$ cat src/rtl/riscv_ctrl_pkg.sv
// Shared types and select encodings for the multi-cycle RV32I controller.
package riscv_ctrl_pkg;

   typedef enum logic [3:0] {
      FETCH,
      DECODE,
      MEMADR,
      MEMREAD,
      MEMWB,
      MEMWRITE,
      EXECR,
      EXECI,
      ALUWB,
      BEQ,
      JAL,
      TRAP
   } state_t;

   localparam logic [6:0] OP_LW    = 7'b0000011;
   localparam logic [6:0] OP_SW    = 7'b0100011;
   localparam logic [6:0] OP_RTYPE = 7'b0110011;
   localparam logic [6:0] OP_ITYPE = 7'b0010011;
   localparam logic [6:0] OP_BEQ   = 7'b1100011;
   localparam logic [6:0] OP_JAL   = 7'b1101111;

   localparam logic [2:0] ALU_ADD = 3'b000;
   localparam logic [2:0] ALU_SUB = 3'b001;
   localparam logic [2:0] ALU_AND = 3'b010;
   localparam logic [2:0] ALU_OR  = 3'b011;
   localparam logic [2:0] ALU_SLT = 3'b101;

   // Coarse ALU request from the FSM; FUNCT defers to the instruction fields.
   localparam logic [1:0] ALUOP_ADD   = 2'b00;
   localparam logic [1:0] ALUOP_SUB   = 2'b01;
   localparam logic [1:0] ALUOP_FUNCT = 2'b10;

   localparam logic [1:0] RES_ALUOUT    = 2'b00;
   localparam logic [1:0] RES_DATA      = 2'b01;
   localparam logic [1:0] RES_ALURESULT = 2'b10;

   localparam logic [1:0] SRCA_PC    = 2'b00;
   localparam logic [1:0] SRCA_OLDPC = 2'b01;
   localparam logic [1:0] SRCA_REG   = 2'b10;

   localparam logic [1:0] SRCB_REG  = 2'b00;
   localparam logic [1:0] SRCB_IMM  = 2'b01;
   localparam logic [1:0] SRCB_FOUR = 2'b10;

   localparam logic [1:0] IMM_I = 2'b00;
   localparam logic [1:0] IMM_S = 2'b01;
   localparam logic [1:0] IMM_B = 2'b10;
   localparam logic [1:0] IMM_J = 2'b11;

   function automatic logic [1:0] immSrcOf(input logic [6:0] op);
      case (op)
         OP_SW:   return IMM_S;
         OP_BEQ:  return IMM_B;
         OP_JAL:  return IMM_J;
         default: return IMM_I;
      endcase
   endfunction

endpackage

$ cat src/rtl/riscv_alu_decoder.sv
// Combinational ALU control: maps the FSM's coarse ALU request plus
// instruction fields onto the 3-bit ALUControl code.
module riscv_alu_decoder
   import riscv_ctrl_pkg::*;
(
   input  logic [6:0] op_i,
   input  logic [2:0] funct3_i,
   input  logic       funct7b5_i,
   input  logic [1:0] aluOp_i,
   output logic [2:0] aluControl_o
);

   // Funct7b5 selects subtract only for register-register ops; for
   // immediates that bit belongs to the immediate value.
   always_comb begin
      aluControl_o = ALU_ADD;
      case (aluOp_i)
         ALUOP_ADD: aluControl_o = ALU_ADD;
         ALUOP_SUB: aluControl_o = ALU_SUB;
         ALUOP_FUNCT: begin
            case (funct3_i)
               3'b000:  aluControl_o = (op_i == OP_RTYPE && funct7b5_i) ? ALU_SUB : ALU_ADD;
               3'b010:  aluControl_o = ALU_SLT;
               3'b110:  aluControl_o = ALU_OR;
               3'b111:  aluControl_o = ALU_AND;
               default: aluControl_o = ALU_ADD;
            endcase
         end
         default: aluControl_o = ALU_ADD;
      endcase
   end

endmodule

$ cat src/rtl/riscv_mc_controller.sv
// Multi-cycle main control FSM for the RV32I core with a shared memory port.
// Define RV_PERF_CNT_EN to add the CycleCnt/InstrCnt performance counters.
module riscv_mc_controller
   import riscv_ctrl_pkg::*;
   #(parameter int CNT_W = 32)
(
   input  logic       clk_i,
   input  logic       rst_i,
   input  logic [6:0] op_i,
   input  logic [2:0] funct3_i,
   input  logic       funct7b5_i,
   input  logic       zero_i,
   input  logic       memReady_i,
   output logic       memReq_o,
   output logic       memWrite_o,
   output logic       adrSrc_o,
   output logic       irWrite_o,
   output logic       pcWrite_o,
   output logic       regWrite_o,
   output logic [1:0] resultSrc_o,
   output logic [1:0] aluSrcA_o,
   output logic [1:0] aluSrcB_o,
   output logic [1:0] immSrc_o,
   output logic [2:0] aluControl_o,
   output logic       illegal_o
`ifdef RV_PERF_CNT_EN
   ,
   output logic [CNT_W-1:0] cycleCnt_o,
   output logic [CNT_W-1:0] instrCnt_o
`endif
);

   state_t     state_q, state_d;
   logic       memReq, memWrite, adrSrc, irWrite, pcWrite, regWrite, illegal;
   logic [1:0] resultSrc, aluSrcA, aluSrcB, immSrc, aluOp;
   logic [2:0] aluControl;

   always_ff @(posedge clk_i or posedge rst_i) begin
      if (rst_i) state_q <= FETCH;
      else       state_q <= state_d;
   end

   // Next state and controls; everything idles at 0 unless the state needs it.
   always_comb begin
      state_d   = state_q;
      memReq    = 1'b0;
      memWrite  = 1'b0;
      adrSrc    = 1'b0;
      irWrite   = 1'b0;
      pcWrite   = 1'b0;
      regWrite  = 1'b0;
      illegal   = 1'b0;
      resultSrc = RES_ALUOUT;
      aluSrcA   = SRCA_PC;
      aluSrcB   = SRCB_REG;
      immSrc    = IMM_I;
      aluOp     = ALUOP_ADD;
      case (state_q)
         FETCH: begin
            memReq = 1'b1;
            if (memReady_i) begin
               irWrite   = 1'b1;
               pcWrite   = 1'b1;
               aluSrcB   = SRCB_FOUR;
               resultSrc = RES_ALURESULT;
               state_d   = DECODE;
            end
         end
         DECODE: begin
            aluSrcA = SRCA_OLDPC;
            aluSrcB = SRCB_IMM;
            immSrc  = immSrcOf(op_i);
            case (op_i)
               OP_LW, OP_SW: state_d = MEMADR;
               OP_RTYPE:     state_d = EXECR;
               OP_ITYPE:     state_d = EXECI;
               OP_BEQ:       state_d = BEQ;
               OP_JAL:       state_d = JAL;
               default:      state_d = TRAP;
            endcase
         end
         MEMADR: begin
            aluSrcA = SRCA_REG;
            aluSrcB = SRCB_IMM;
            immSrc  = immSrcOf(op_i);
            state_d = (op_i == OP_SW) ? MEMWRITE : MEMREAD;
         end
         MEMREAD: begin
            memReq = 1'b1;
            adrSrc = 1'b1;
            if (memReady_i) state_d = MEMWB;
         end
         MEMWB: begin
            resultSrc = RES_DATA;
            regWrite  = 1'b1;
            state_d   = FETCH;
         end
         MEMWRITE: begin
            memReq   = 1'b1;
            memWrite = 1'b1;
            adrSrc   = 1'b1;
            if (memReady_i) state_d = FETCH;
         end
         EXECR: begin
            aluSrcA = SRCA_REG;
            aluSrcB = SRCB_REG;
            aluOp   = ALUOP_FUNCT;
            state_d = ALUWB;
         end
         EXECI: begin
            aluSrcA = SRCA_REG;
            aluSrcB = SRCB_IMM;
            immSrc  = immSrcOf(op_i);
            aluOp   = ALUOP_FUNCT;
            state_d = ALUWB;
         end
         ALUWB: begin
            regWrite = 1'b1;
            state_d  = FETCH;
         end
         BEQ: begin
            aluSrcA = SRCA_REG;
            aluSrcB = SRCB_REG;
            aluOp   = ALUOP_SUB;
            pcWrite = zero_i;
            state_d = FETCH;
         end
         JAL: begin
            aluSrcA = SRCA_OLDPC;
            aluSrcB = SRCB_FOUR;
            pcWrite = 1'b1;
            state_d = ALUWB;
         end
         TRAP: illegal = 1'b1;
         default: state_d = FETCH;
      endcase
   end

   riscv_alu_decoder u_aluDec (
      .op_i         (op_i),
      .funct3_i     (funct3_i),
      .funct7b5_i   (funct7b5_i),
      .aluOp_i      (aluOp),
      .aluControl_o (aluControl)
   );

   // Reset silences the datapath immediately, not just from the next edge.
   assign memReq_o     = memReq   & ~rst_i;
   assign memWrite_o   = memWrite & ~rst_i;
   assign adrSrc_o     = adrSrc   & ~rst_i;
   assign irWrite_o    = irWrite  & ~rst_i;
   assign pcWrite_o    = pcWrite  & ~rst_i;
   assign regWrite_o   = regWrite & ~rst_i;
   assign illegal_o    = illegal  & ~rst_i;
   assign resultSrc_o  = rst_i ? 2'b00  : resultSrc;
   assign aluSrcA_o    = rst_i ? 2'b00  : aluSrcA;
   assign aluSrcB_o    = rst_i ? 2'b00  : aluSrcB;
   assign immSrc_o     = rst_i ? 2'b00  : immSrc;
   assign aluControl_o = rst_i ? 3'b000 : aluControl;

`ifdef RV_PERF_CNT_EN
   logic [CNT_W-1:0] cycleCnt_q, instrCnt_q;
   logic             instrDone;

   // An instruction retires when a non-fetch state hands control back to FETCH.
   assign instrDone = (state_d == FETCH) && (state_q != FETCH);

   always_ff @(posedge clk_i or posedge rst_i) begin
      if (rst_i) begin
         cycleCnt_q <= '0;
         instrCnt_q <= '0;
      end else begin
         cycleCnt_q <= cycleCnt_q + CNT_W'(1);
         if (instrDone) instrCnt_q <= instrCnt_q + CNT_W'(1);
      end
   end

   assign cycleCnt_o = cycleCnt_q;
   assign instrCnt_o = instrCnt_q;
`endif

endmodule

$ cat config.mk
export PLATFORM = sky130hd
export DESIGN_NAME = riscv_mc_controller
export DESIGN_NICKNAME = d
export VERILOG_FILES = /design/src/rtl/riscv_ctrl_pkg.sv /design/src/rtl/riscv_alu_decoder.sv /design/src/rtl/riscv_mc_controller.sv
export SDC_FILE = /design/constraint.sdc
export NUM_CORES = 1
export LEC_CHECK = 0
export ABC_AREA = 0
export BUFFER_PORTS_ARGS = -buffer_cell sky130_fd_sc_hd__buf_2
export CORE_MARGIN = 5
export CORE_UTILIZATION = 24
export DETAILED_ROUTE_END_ITERATION = 8
export REMOVE_ABC_BUFFERS = 1
export SYNTH_ARGS = -nofsm -noshare
export SYNTH_HDL_FRONTEND = slang
export SYNTH_SLANG_ARGS = --single-unit
$ cat constraint.sdc
create_clock -name clk_i -period 1.7 [get_ports clk_i]
set_input_delay 0.17 -clock clk_i [delete_from_list [all_inputs] [get_ports clk_i]]
set_output_delay 0.17 -clock clk_i [all_outputs]
set_load 0.03 [all_outputs]
======== After elaboration in Yosys (flattened, before gate mapping) ========
Index checks and enable logic that the tools add are counted.
word-level totals
  bits in registers ....................... 4
  input bits .............................. 15
  word-level logic and storage cells ...... 77
cells by class
  eq/ne operators ......................... 25
  multiplexer cells ....................... 29
  bitwise gates (word level) .............. 9
  reduce and logical (&&, ||, !) cells .... 13
operator list
  operator                                              count
  case mux 4 bit (7 select lines)                       1
  case mux 4 bit (5 select lines)                       1
  equality test 4 x 3 -> 1 bit (second input constant)  4
  equality test 4 bit (second input constant)           4
  equality test 7 x 6 -> 1 bit (second input constant)  2
  equality test 7 bit (second input constant)           2
  2-to-1 mux 2 bit                                      6
  2-to-1 mux 4 bit                                      3
  case mux 2 bit (2 select lines)                       3
  case mux 2 bit (3 select lines)                       2
  case mux 3 bit (4 select lines)                       1
  OR reduction 2 bit                                    5
  OR reduction 3 bit                                    3
  equality test 4 x 2 -> 1 bit (second input constant)  2
  2-to-1 mux 1 bit                                      8
  bitwise AND 1 bit                                     7
  equality test 7 x 2 -> 1 bit (second input constant)  1
  equality test 7 x 5 -> 1 bit (second input constant)  1
  equality test 3 bit (second input constant)           2
  2-to-1 mux 3 bit                                      2
  != test 2 bit (second input constant)                 3
  case mux 3 bit (2 select lines)                       1
  equality test 4 x 1 -> 1 bit (second input constant)  1
  logical NOT 4 bit                                     1
  other kinds (9)                                       10

======== Depth between registers and ports, before layout ========
  depth after elaboration ................. 6
  mapped depth ............................ 8

======== Hierarchy ========
From an unflattened synthesis, not the netlist that was laid out.
second synthesis, totals
  cell total of the unflattened synthesis .. 101
  area total of the unflattened synthesis .. 720.7 um2
by module, submodules not included
  module               times used  cells each  area an instance (um2)  seq. area each (um2)
  riscv_mc_controller  1           88          610.6                   100.1
  riscv_alu_decoder    1           13          110.1                   0.0

======== Worst setup path after synthesis ========
No wires, ideal clock.
  kind .................................... reg2out
  start point ............................. register state_q[2]
  end point ............................... output aluControl_o[0]
  arrival ................................. 1921 ps
  required time ........................... 1530 ps
  setup slack ............................. -391 ps
  cell stages (with the launch flop) ...... 6
  path buffers ............................ 2
  cells stage by stage .................... dfrtp_1 buf_2 buf_1 and2_1 ha_1 nor3_1
between the ends
  word-level cells in the longest chain between the ends .. 6
  elaborated cells on any way between the ends .. 9
ends and longest elaborated chain
  item                                                                        line                        text
  start: declaration                                                          riscv_mc_controller.sv:33   state_t state_q, state_d;
  start signal: assignment                                                    riscv_mc_controller.sv:40   else state_q <= state_d;
  equality test 4 x 3 -> 1 bit                                                riscv_mc_controller.sv:58   case (state_q)
  OR reduction 2 bit (no source line)                                         -
  case mux 2 bit (2 select lines) (*)                                         riscv_mc_controller.sv:58
  equality test 2 bit / equality test 2 x 1 -> 1 bit (equally long branches)  riscv_alu_decoder.sv:17     case (aluOp_i)
  case mux 3 bit (2 select lines) (*)                                         riscv_alu_decoder.sv:17
  2-to-1 mux 3 bit (*)                                                        riscv_mc_controller.sv:159  assign aluControl_o = rst_i ? 3'b000 : aluControl;
  end: declaration                                                            riscv_mc_controller.sv:24   output logic [2:0] aluControl_o,
Mark *: on every way between the ends. The rest lies on a longest branch, timed or not.

======== Worst setup path in the final report ========
  start point ............................. register state_q[1]
  end point ............................... output aluControl_o[2]
Same word-level chain as after synthesis.

==> out/qor.csv <==
metric,value,unit
outcome,"finished, violations left",
violations,negative setup slack,
largest_register_ffs,4,
period_share,117,%
syn_avg_cell_area,7.21,sq um
die_w,64.0,microns
ys_seq_area_share,14.3,%
r2r-end,state_q[2],
die-area,4090,sq um
crit_path_start_kind,register,
grt_start_max_net_pins,18,
ys_warn_count,0,
layout.nets,165,
power_frac_clock,6.8,%
switchingPower,0.000954,W
synth_cell_types,45,
largestRegisters,state_q x4,
worst_pin_slew,0.311,ns
cts_tree,done,
finalInstanceArea,1270,sq um
critPathKind,reg -> out,
diodes,0,
critPathCapture,aluControl_o[2],
p_total,0.00198,W
synth_ff_type,dfrtp_1,
wl,2460,microns
cp.arrival,1.81,ns
first_iter_violations,9,
rsz0062_at_grt,yes,
cts-root-buf,clkbuf_4,
p_per_area,1560,nW/um^2
final-max-slew-violation-count,0,
power.leakage,0.574,nW
gr-total-overflow,0,
cts_buffer_depth,2,
die_y,64.0,microns
antenna_found_initial,0,
insertion_delay,0.26,ns
avgViaCountPerCell,5.07,
cts_buffers,3,
setup_viol,7,
drive_above_1_share,61.0,%
critPathCaptureType,output pin,
relSlewSlack,79.1,%
max-vdd-ir-drop,0.619,mV
hold_class,in -> async,
synth_area,699,sq um
drc,0,
clkSinkCount,4,
num_io_pins,33,
holdWs,0.0577,ns
worst_slack,-0.283,ns
timing.rr.start,state_q[2],
crit_fanout,7,
rows,19,
hold_viol,0,
internal-power,0.00103,W
layout_commonest_cell,buf_4,
async_flop_share,100,%
grt_usage,12.1,%
worstPathRequired,1.53,ns
cts_max_level,1,
final_cell_mix,"buf_4, buf_2, buf_6",
path_clk_slew,0.04,ns
rr_worst_depth,6,
p_sw_share,48.1,%
startpoint,state_q[1],
place_area,947,sq um
start_util,25.1,%
gp_congestion,0.873,
core-area,2780,sq um
routedWlPerCell,13.9,microns
fmax,504,MHz
drtPass1Iterations,3,
timing.reg2reg.setup_slack,0.10,ns
place.port_buffers,32,
grt_pass1_wl,4130,microns
largest-register,state_q,
place_hpwl,1690,microns
skew,0.00603,ns
fillCellCount,276,
postRouteAntennaNets,0,
synth-edff-count,0,
vias,898,
syn_inst,97,
final.setup.tns,-1.11,ns
combPwrFrac,82.4,%
pwr-share-seq,10.8,%
period_minus_slack,1.98,ns
maxCapViolations,0,
syn_to_final_growth,82.3,%
ys_ff_latch,4,
grt_pass1_vias,981,
-- metal layers --
| layer | part of all wire [%] | vias to the layer above | routed length, microns | GRT usage [%] |
|---|---|---|---|---|
| li1 | - | 453 | - | - |
| met1 | 45 | 414 | 1110 | 14.3 |
| met2 | 48 | 26 | 1190 | 20.4 |
| met3 | 4.6 | 5 | 114 | 2.10 |
| met4 | 1.8 | 0 | 44 | 7.01 |
| met5 | 0 | - | 0 | 0 |
-- cell usage after synthesis (all sizes together), types with 2 or more instances --
| cell type | instances | share of area [%] |
|---|---|---|
| nand2 | 9 | 5.2 |
| nand3 | 3 | 2.1 |
| buf | 5 | 3.8 |
| nand2b | 2 | 1.8 |
| xnor2 | 3 | 3.8 |
| nor3 | 9 | 6.4 |
| nor4 | 3 | 2.7 |
| ha | 2 | 3.6 |
| nor2b | 7 | 6.6 |
| nor4b | 3 | 4.7 |
| and3 | 2 | 1.8 |
| or3 | 3 | 3.4 |
| nor2 | 6 | 3.2 |
| a21oi | 5 | 3.6 |
| clkbuf | 2 | 1.1 |
| mux2i | 2 | 2.9 |
| dfrtp | 4 | 14 |
| inv | 5 | 2.7 |
| a211oi | 3 | 3.9 |
-- through the flow --
step	util (%)	worst slack [ns]	cells
3_5_place_dp	34.1	-0.120	164
4_1_cts	42.8	-0.288	177
6_report	45.8	-0.283	177
5_1_grt	45.8	-0.365	177
2_1_floorplan	-	-0.456	90
3_3_place_gp	34.1	-0.0866	164
-- worst min-delay path by stage --
stage / start / cells past startpoint / slack (ns) / end
after floorplan: rst_i / 1 / -0.05 / state_q[0]
after global placement: rst_i / 3 / 0.28 / state_q[3]
after detailed placement: rst_i / 3 / 0.30 / state_q[3]
after CTS: rst_i / 3 / 0.05 / state_q[0]
after global routing: rst_i / 3 / 0.09 / state_q[0]
final: rst_i / 3 / 0.06 / state_q[0]
-- power groups by stage --
| stage | Combinational, W | Sequential [W] | Clock (W) |
|---|---|---|---|
| 2_1_floorplan | 0.000647 | 0.000280 | 0 |
| 3_3_place_gp | 0.00113 | 0.000186 | 0 |
| 3_5_place_dp | 0.00114 | 0.000188 | 0 |
| 4_1_cts | 0.00149 | 0.000200 | 0.000131 |
| 5_1_grt | 0.00176 | 0.000225 | 0.000140 |
| 6_report | 0.00164 | 0.000214 | 0.000134 |
-- cells by family (layout without fill, tap and decap cells) --
family	Yosys count	after routing	synth area share [%]
adders and majority gates	2	2	3.58
DFF	4	4	14.3
buffers and inverters	12	61	7.51
and+or+nand+nor	54	54	46.2
AOI/OAI and AO/OA	19	19	20.6
muxes	2	2	2.86
xor gates and xnor gates	4	4	5.01
-- cell type report --
type,count,area (sq um),share of cell area (%)
flip-flops and latches,4,104,8.15
multi-input cells,81,688,54.0
clock buffers,3,22.5,1.77
well taps,31,38.8,3.04
repair buffers,53,403,31.6
inverters,5,18.8,1.47
-- timing repair --
action / 4_1_cts / 5_1_grt
pin swaps: 9 / 8
hold buffers: 0 / 0
gates resized for setup: 38 / 25
endpoints found under the setup margin: 13 / 16
buffers inserted: 11 / 2
-- worst max-delay path, stage by stage, from the launching register on --
cell     delay, ns
dfrtp_2       0.44
buf_4         0.15
nor2_4        0.13
nand2_4       0.07
ha_4          0.24
nor4b_2       0.19
and3_1        0.20
buf_6         0.13
No activity file was read; power rests on OpenSTA's default activity.
